<file path="config.mk">
export PLATFORM = sky130hd
export DESIGN_NAME = top
export DESIGN_NICKNAME = d
export VERILOG_FILES = /design/src/rtl/phased_array_pkg.sv /design/src/rtl/spk_phase_gen.sv /design/src/rtl/top.sv
export SDC_FILE = /design/constraint.sdc
export NUM_CORES = 1
export LEC_CHECK = 0
export CAP_MARGIN = 40
export CORE_ASPECT_RATIO = 0.5
export CORE_UTILIZATION = 57
export CTS_CLUSTER_SIZE = 20
export DETAILED_ROUTE_END_ITERATION = 8
export DONT_BUFFER_PORTS = 1
export GPL_TIMING_DRIVEN = 0
export HOLD_SLACK_MARGIN = 0.03
export PLACE_DENSITY = 0.76
export REMOVE_ABC_BUFFERS = 1
export SETUP_SLACK_MARGIN = 0.02
export SYNTH_ARGS = -nofsm -noshare
export SYNTH_HDL_FRONTEND = slang
export SYNTH_SLANG_ARGS = --single-unit
</file>
<file path="constraint.sdc">
create_clock -name clk24 -period 3 [get_ports clk24]
set_input_delay 0.3 -clock clk24 [delete_from_list [all_inputs] [get_ports clk24]]
set_output_delay 0.3 -clock clk24 [all_outputs]
set_load 0.02 [all_outputs]
</file>
<file path="src/rtl/phased_array_pkg.sv">
// phased_array_pkg: shared defaults and helpers for the phased-array transmitter.
//   PERIOD_DEF / HALF_DEF      : carrier period and high time in clk24 cycles
//   N_SPK_DEF / PHASE_STEP_DEF : channel count and per-channel phase step
//   CNT_W_DEF                  : carrier counter width for the default period
//   chan_off(i, step, period)  : elaboration-time phase offset of channel i
package phased_array_pkg;

    localparam int PERIOD_DEF     = 600;
    localparam int HALF_DEF       = 300;
    localparam int N_SPK_DEF      = 37;
    localparam int PHASE_STEP_DEF = 16;
    localparam int CNT_W_DEF      = $clog2(PERIOD_DEF);

    // Offset wraps modulo the period, so step*(N-1) may exceed PERIOD.
    function automatic int chan_off(input int i,
                                    input int step   = PHASE_STEP_DEF,
                                    input int period = PERIOD_DEF);
        return (i * step) % period;
    endfunction

endpackage

</file>
<file path="src/rtl/spk_phase_gen.sv">
// spk_phase_gen: one transducer channel.
//   clk24, rst_n : clock, async active-low reset
//   cnt          : shared carrier counter, 0..PERIOD-1
//   en           : transmit enable
//   drive        : registered square wave, high while the channel phase < HALF
// Parameter OFF is this channel's phase offset in clocks (0..PERIOD-1).
module spk_phase_gen #(
    parameter int PERIOD = 600,
    parameter int HALF   = 300,
    parameter int CNT_W  = 10,
    parameter int OFF    = 0
) (
    input  logic             clk24,
    input  logic             rst_n,
    input  logic [CNT_W-1:0] cnt,
    input  logic             en,
    output logic             drive
);

    localparam logic [CNT_W:0] PER_V  = (CNT_W+1)'(PERIOD);
    localparam logic [CNT_W:0] OFF_V  = (CNT_W+1)'(OFF);
    localparam logic [CNT_W:0] HALF_V = (CNT_W+1)'(HALF);

    logic [CNT_W:0] sum;
    logic [CNT_W:0] d;

    // cnt + (PERIOD - OFF) stays below 2*PERIOD, which fits in CNT_W+1 bits,
    // so one conditional subtract yields the phase without ever going negative.
    always_comb begin
        sum = {1'b0, cnt} + (PER_V - OFF_V);
        d   = sum;
        if (sum >= PER_V)
            d = sum - PER_V;
    end

    always_ff @(posedge clk24 or negedge rst_n) begin
        if (!rst_n)
            drive <= 1'b0;
        else
            drive <= en && (d < HALF_V);
    end

endmodule

</file>
<file path="src/rtl/top.sv">
// top: phased-array 40 kHz transmitter, one square wave per transducer with a
// linearly increasing phase offset (static steered beam).
//   clk24    : 24 MHz board clock
//   rst_n    : async active-low reset
//   speakers : N_SPK registered drive bits, bit i = channel i
// Optional feature macro BURST_EN: gates the carrier into pings of
// BURST_PERIODS carrier periods every PING_PERIODS periods. Without it the
// carrier is continuous.
module top
    import phased_array_pkg::*;
#(
    parameter int PERIOD        = PERIOD_DEF,
    parameter int HALF          = HALF_DEF,
    parameter int N_SPK         = N_SPK_DEF,
    parameter int PHASE_STEP    = PHASE_STEP_DEF,
    parameter int BURST_PERIODS = 8,
    parameter int PING_PERIODS  = 100
) (
    input  logic             clk24,
    input  logic             rst_n,
    output logic [N_SPK-1:0] speakers
);

    localparam int CNT_W = (PERIOD > 1) ? $clog2(PERIOD) : 1;
    localparam logic [CNT_W-1:0] CNT_MAX = CNT_W'(PERIOD - 1);

    logic [CNT_W-1:0] cnt;
    logic             en;
    logic             wrap;

    assign wrap = (cnt == CNT_MAX);

    always_ff @(posedge clk24 or negedge rst_n) begin
        if (!rst_n)
            cnt <= '0;
        else if (wrap)
            cnt <= '0;
        else
            cnt <= cnt + CNT_W'(1);
    end

`ifdef BURST_EN
    localparam int PW = (PING_PERIODS > 1) ? $clog2(PING_PERIODS) : 1;
    localparam logic [PW-1:0] PCNT_MAX = PW'(PING_PERIODS - 1);

    logic [PW-1:0] pcnt;

    // Counts carrier periods within a ping interval; advances on the same
    // edge the carrier counter wraps, so gating lines up with period starts.
    always_ff @(posedge clk24 or negedge rst_n) begin
        if (!rst_n)
            pcnt <= '0;
        else if (wrap)
            pcnt <= (pcnt == PCNT_MAX) ? '0 : pcnt + PW'(1);
    end

    assign en = (int'(pcnt) < BURST_PERIODS);
`else
    assign en = 1'b1;
`endif

    for (genvar i = 0; i < N_SPK; i++) begin : g_spk
        spk_phase_gen #(
            .PERIOD (PERIOD),
            .HALF   (HALF),
            .CNT_W  (CNT_W),
            .OFF    (chan_off(i, PHASE_STEP, PERIOD))
        ) u_spk (
            .clk24 (clk24),
            .rst_n (rst_n),
            .cnt   (cnt),
            .en    (en),
            .drive (speakers[i])
        );
    end

endmodule

</file>
After elaboration in Yosys (flattened, before gate mapping)

Cells that the tools add are included.

Register bits: 47
Latch bits: 0
RAM bits: 0
Memory bits (read-only): 0
Input bits: 2
Logic and storage cells: 226
Memories: 0

$add $sub $neg: 75
$mul: 0
Divide/modulo/power cells: 0
Magnitude comparators: 74
Equality and inequality tests: 1
Shift-type cells: 0
Muxes and demuxes: 38
Bitwise operators: 0
Reductions and logical operators: 0

Operators by type and width:

| operator                                                                | count |
|---|---|
| 11-bit by 10-bit >= comparator with 1-bit output, second input constant | 37 |
| 11-bit by 9-bit < comparator with 1-bit output, second input constant   | 37 |
| 11-bit two-way mux                                                      | 37 |
| 11-bit by 10-bit subtractor with 11-bit output, second input constant   | 37 |
| 10-bit by 9-bit adder with 11-bit output, second input constant         | 16 |
| 10-bit by 8-bit adder with 11-bit output, second input constant         | 8 |
| 10-bit by 10-bit adder with 11-bit output, second input constant        | 6 |
| 10-bit by 7-bit adder with 11-bit output, second input constant         | 4 |
| 10-bit by 6-bit adder with 11-bit output, second input constant         | 2 |
| 10-bit by 5-bit adder with 11-bit output, second input constant         | 1 |
| 10-bit by 1-bit adder with 10-bit output, second input constant         | 1 |
| 10-bit equality test, second input constant                             | 1 |
| 10-bit two-way mux                                                      | 1 |

Depth between registers and ports, before layout

Depth in word-level cells: 4
Depth in mapped cells: 13
Depth with buffers taken out: 9

Modules after synthesis

Synthesis repeated with hierarchy kept, for this count alone.

Cells, all modules: 2,795
Area total of the unflattened synthesis: 20,288.2 sq um

Modules (own cells, without submodules):

| module                           | instances | cells each | area each (sq um) |
|---|---|---|---|
| spk_phase_gen at g_spk[22].u_spk | 1         | 102        | 735.7 |
| spk_phase_gen at g_spk[8].u_spk  | 1         | 97         | 659.4 |
| spk_phase_gen at g_spk[32].u_spk | 1         | 88         | 638.1 |
| spk_phase_gen at g_spk[36].u_spk | 1         | 86         | 621.8 |
| spk_phase_gen at g_spk[34].u_spk | 1         | 94         | 620.6 |
| spk_phase_gen at g_spk[24].u_spk | 1         | 93         | 613.1 |
| spk_phase_gen at g_spk[16].u_spk | 1         | 90         | 610.6 |
| spk_phase_gen at g_spk[31].u_spk | 1         | 76         | 606.8 |
| spk_phase_gen at g_spk[12].u_spk | 1         | 88         | 605.6 |
| spk_phase_gen at g_spk[20].u_spk | 1         | 86         | 584.3 |
| spk_phase_gen at g_spk[28].u_spk | 1         | 78         | 584.3 |
| spk_phase_gen at g_spk[7].u_spk  | 1         | 71         | 574.3 |
| spk_phase_gen at g_spk[4].u_spk  | 1         | 85         | 570.5 |
| spk_phase_gen at g_spk[23].u_spk | 1         | 81         | 569.3 |
| 24 more rows                     | n/a       | n/a        | n/a |

Worst setup path after synthesis

OpenSTA, ideal clock, no wires.

Path type: register to register
Start point: register cnt[3]
End point: register g_spk[30].u_spk.drive
Setup time: 0.111 ns
Arrival time: 2.745 ns
Required time: 2.889 ns
Path slack: 0.143 ns
Stages on the path, launching flop included: 12
Path through: dfrtp_1 -> buf_6 -> buf_6 -> inv_1 -> ha_1 -> buf_2 -> buf_2 -> or4_1 -> xnor2_1 -> o21ba_2 -> o311a_1 -> a2111oi_2

Word-level cells in the longest chain between the ends: 4

Ends and longest elaborated chain:

| what                                                                                                                      | RTL line                                 | source |
|---|---|---|
| from (decl)                                                                                                               | top.sv:27                                | `logic [CNT_W-1:0] cnt;` |
| from (signal assigned)                                                                                                    | top.sv:39                                | `cnt <= cnt + CNT_W'(1);` |
| 10-bit by 7-bit adder with 11-bit output *                                                                                | spk_phase_gen.sv:30                      | `sum = {1'b0, cnt} + (PER_V - OFF_V);` |
| 11-bit by 10-bit subtractor with 11-bit output / 11-bit by 10-bit >= comparator with 1-bit output (equally long branches) | spk_phase_gen.sv:33, spk_phase_gen.sv:32 |  |
| 11-bit two-way mux *                                                                                                      | spk_phase_gen.sv:32                      | `if (sum >= PER_V)` |
| 11-bit by 9-bit < comparator with 1-bit output *                                                                          | spk_phase_gen.sv:40                      | `drive <= en && (d < HALF_V);` |
| to (signal assigned)                                                                                                      | spk_phase_gen.sv:40                      |  |
| to (decl)                                                                                                                 | spk_phase_gen.sv:17                      | `output logic drive` |

Mark *: on every way between the ends. The rest lies on a longest branch, timed or not.

Final worst setup path

Start point: register cnt[5]
End point: register g_spk[30].u_spk.drive

Same word-level chain as after synthesis.

==> flow_summary.json <==
{
  "status": "finished with violations",
  "violations": "negative setup slack",
  "synth_flop_cell": "dfrtp_1",
  "ys_warn_count": 0,
  "postRouteAntennaNets": 0,
  "drv_cap": 0,
  "clkPwrFrac_pct": 49.1,
  "gp_congestion": 0.932,
  "die_x_um": 163,
  "cts_max_level": 2,
  "min_from": "cnt[0]$_DFF_PN0_",
  "antennaDiodeCount": 0,
  "place_ws_ps": -1430,
  "synth_top_cells_by_count": "nor2_1 (109), a21oi_1 (98), nand2_1 (95)",
  "synth_top_area_share_pct": 15.9,
  "p_per_area_nw_per_um2": 158,
  "drive_above_1_share_pct": 15.7,
  "dpl.hpwl_um": 15700,
  "insertion_delay_ps": 310,
  "hold_violations": 0,
  "num_vias": 8607,
  "switching_power_w": 0.000322,
  "setup_viol": 4,
  "r2r-start": "cnt[5]$_DFF_PN0_",
  "slew_headroom_pct": 39.1,
  "firstDrtPassIters": 6,
  "nets": 997,
  "leakage_nw": 2.78,
  "grt_use_total_pct": 37.1,
  "drc": 0,
  "grt_pass1_wl_um": 39300,
  "grt_overflow": 0,
  "path_buf_inv": 1,
  "grt_pass1_vias": 7745,
  "die_h_um": 82.7,
  "fill_cells": 1009,
  "crit_required_ps": 3200,
  "period_share_pct": 102,
  "crit_arrival_ps": 3260,
  "syn_area_um2": 7420,
  "cts.sinks": 47,
  "ys_seq_area_share_pct": 15.9,
  "cpPeakStageDelay_ps": 630,
  "end_kind": "register",
  "cp.depth": 8,
  "sw_frac_of_total_pct": 25.1,
  "drt_iter0_drc": 1525,
  "clock-root-buffer": "clkbuf_16",
  "use_met1_pct": 48.5,
  "ff2ff_setup_slack_ps": -60,
  "rows": 29,
  "drt-total-wl_um": 26200,
  "max_freq_mhz": 326,
  "combPwrFrac_pct": 1.5,
  "clk_pin_slew_worst_paths_ps": 80,
  "cts_tree": "yes",
  "gr-max-usage-layer": "met2",
  "whs_path_depth": 1,
  "synth_cells": 1055,
  "coreArea_um2": 12700,
  "startpoint": "cnt[5]$_DFF_PN0_",
  "clk_path_buf_depth": 2,
  "fp.dieArea_um2": 13500,
  "postSynth.asyncResetShare_pct": 100,
  "cts_made_buffers": 5,
  "fin_skew_ps": 13.9,
  "start_kind": "register",
  "vias_per_cell": 7.42,
  "tightest_slew_ps": 906,
  "rsz0062_at_grt": "yes",
  "area_growth_pct": 9.45,
  "seq_power_share_pct": 49.5,
  "yosysTopAreaCell": "dfrtp_1",
  "ff2ff_path_depth": 8,
  "synth.avg_cell_area_um2": 7.03,
  "yosys-top-cells-area": "dfrtp_1 (16%), xnor2_1 (8.7%), a21oi_1 (6.6%), nor2_1 (5.5%), o21ai_0 (5.5%)",
  "finalMaxSlewViolations": 0,
  "antenna_found_initial": 0,
  "critPathSlowestCell": "o31ai_1",
  "wl_per_cell_um": 22.6,
  "worstPathCellList": "buf_12, o31ai_1, a2bb2oi_1, o31a_1, o32ai_1, o21ai_1, o311a_4, a2111oi_4",
  "setup_slack_ps": -63.4,
  "use_met2_pct": 55.7,
  "min_path_type": "reg2reg",
  "synth_edf_count": 0,
  "port_buffers": 0,
  "hold-worst-slack_ps": 516,
  "worstPathMaxFanout": 45,
  "rr_endpoint": "g_spk[30].u_spk.drive$_DFF_PN0_",
  "power.internal_w": 0.000957,
  "yosysUniqueCellTypes": 98,
  "critical_path.top_delay_family": "compound AO/OA/AOI/OAI gates",
  "min_period_ps": 3060,
  "grt_use_met3_pct": 12.1,
  "irDropWorstVdd_uv": 249,
  "whs_endpoint": "cnt[0]$_DFF_PN0_",
  "synth_most_common_cell": "nor2_1",
  "synth_seq_cells": 47,
  "start_util_pct": 58.6,
  "grt_max_degree": 48,
  "criticalPathCategory": "reg2reg",
  "io_pins": 39
}
## registers in the layout, indices dropped and copies added, names as in the netlist
signal / flops
g_spk.u_spk.drive: 37
cnt: 10
## worst max path at each step
| stage | slack [ps] | endpoint |
|---|---|---|
| detailed placement | -1430 | g_spk[34].u_spk.drive$_DFF_PN0_ |
| global placement | -3450 | g_spk[36].u_spk.drive$_DFF_PN0_ |
| finish | -60 | g_spk[30].u_spk.drive$_DFF_PN0_ |
| global route | -140 | g_spk[30].u_spk.drive$_DFF_PN0_ |
| CTS | 30 | g_spk[0].u_spk.drive$_DFF_PN0_ |
| floorplan | -1130 | g_spk[36].u_spk.drive$_DFF_PN0_ |
## through the flow
stage	util (%)	total power [W]	instances	setup TNS (ps)	instance area, um^2
floorplan	-	0.000646	939	-25740	6740
finish	64.1	0.00128	1160	-165	8120
CTS	61.2	0.00128	1152	0	7750
global placement	54.9	0.000646	1109	-95220	6950
detailed placement	56.7	0.000646	1121	-33260	7180
global route	64.1	0.00132	1160	-704	8120
## cells by family after synthesis
group / count (synthesis) / synth area share, %
xor+xnor: 84 / 10.6
mux: 11 / 1.52
simple gates: 385 / 25.5
compound gates: 391 / 35.4
fa+ha+maj: 7 / 1.16
flops: 47 / 15.9
buf+inv: 130 / 9.87
## metal layers
layer | share of wire (%) | vias up
li1 | - | 3755
met1 | 38 | 3947
met2 | 42 | 733
met3 | 16 | 172
met4 | 4.6 | 0
met5 | 0 | -
## final cells by class
class	count	area [um^2]	area share, %
flip-flops and latches	47	1190	14.7
multi-input cells	878	5910	72.8
clock buffers	5	125	1.54
clock inverters	3	27.5	0.339
inverters	14	66.3	0.817
repair buffers	43	582	7.17
well taps	170	213	2.62
## cells in the final DEF, fill, tap and decap left out, types with 13 or more instances in the layout
cell type / count
a31oi_1: 14
nand2_1: 94
a21oi_1: 95
a211oi_1: 14
nand3_1: 36
dfrtp_1: 40
buf_4: 23
xnor2_1: 64
nor2_1: 104
o21ai_0: 76
o22ai_1: 13
o21a_1: 13
nor3_1: 33
o211ai_1: 15
## timing repair
item / 4_1_cts / 5_1_grt
gates resized for setup: 36 / 58
hold endpoints to repair: 47 / 0
cloned: 1 / 1
setup endpoints to repair: 39 / 34
hold buffers: 2 / 0
setup buffers: 20 / 7
pin swaps: 4 / 10
## power groups by stage
stage / Sequential [W] / Combinational [W] / Clock, W
final: 0.000633 / 0.0000186 / 0.000627
after global routing: 0.000633 / 0.0000218 / 0.000668
after detailed placement: 0.000646 / 0.00000000188 / 0
after floorplan: 0.000646 / 0.00000000177 / 0
after CTS: 0.000633 / 0.0000196 / 0.000627
after global placement: 0.000646 / 0.00000000177 / 0
No activity file was read; power rests on OpenSTA's default activity.
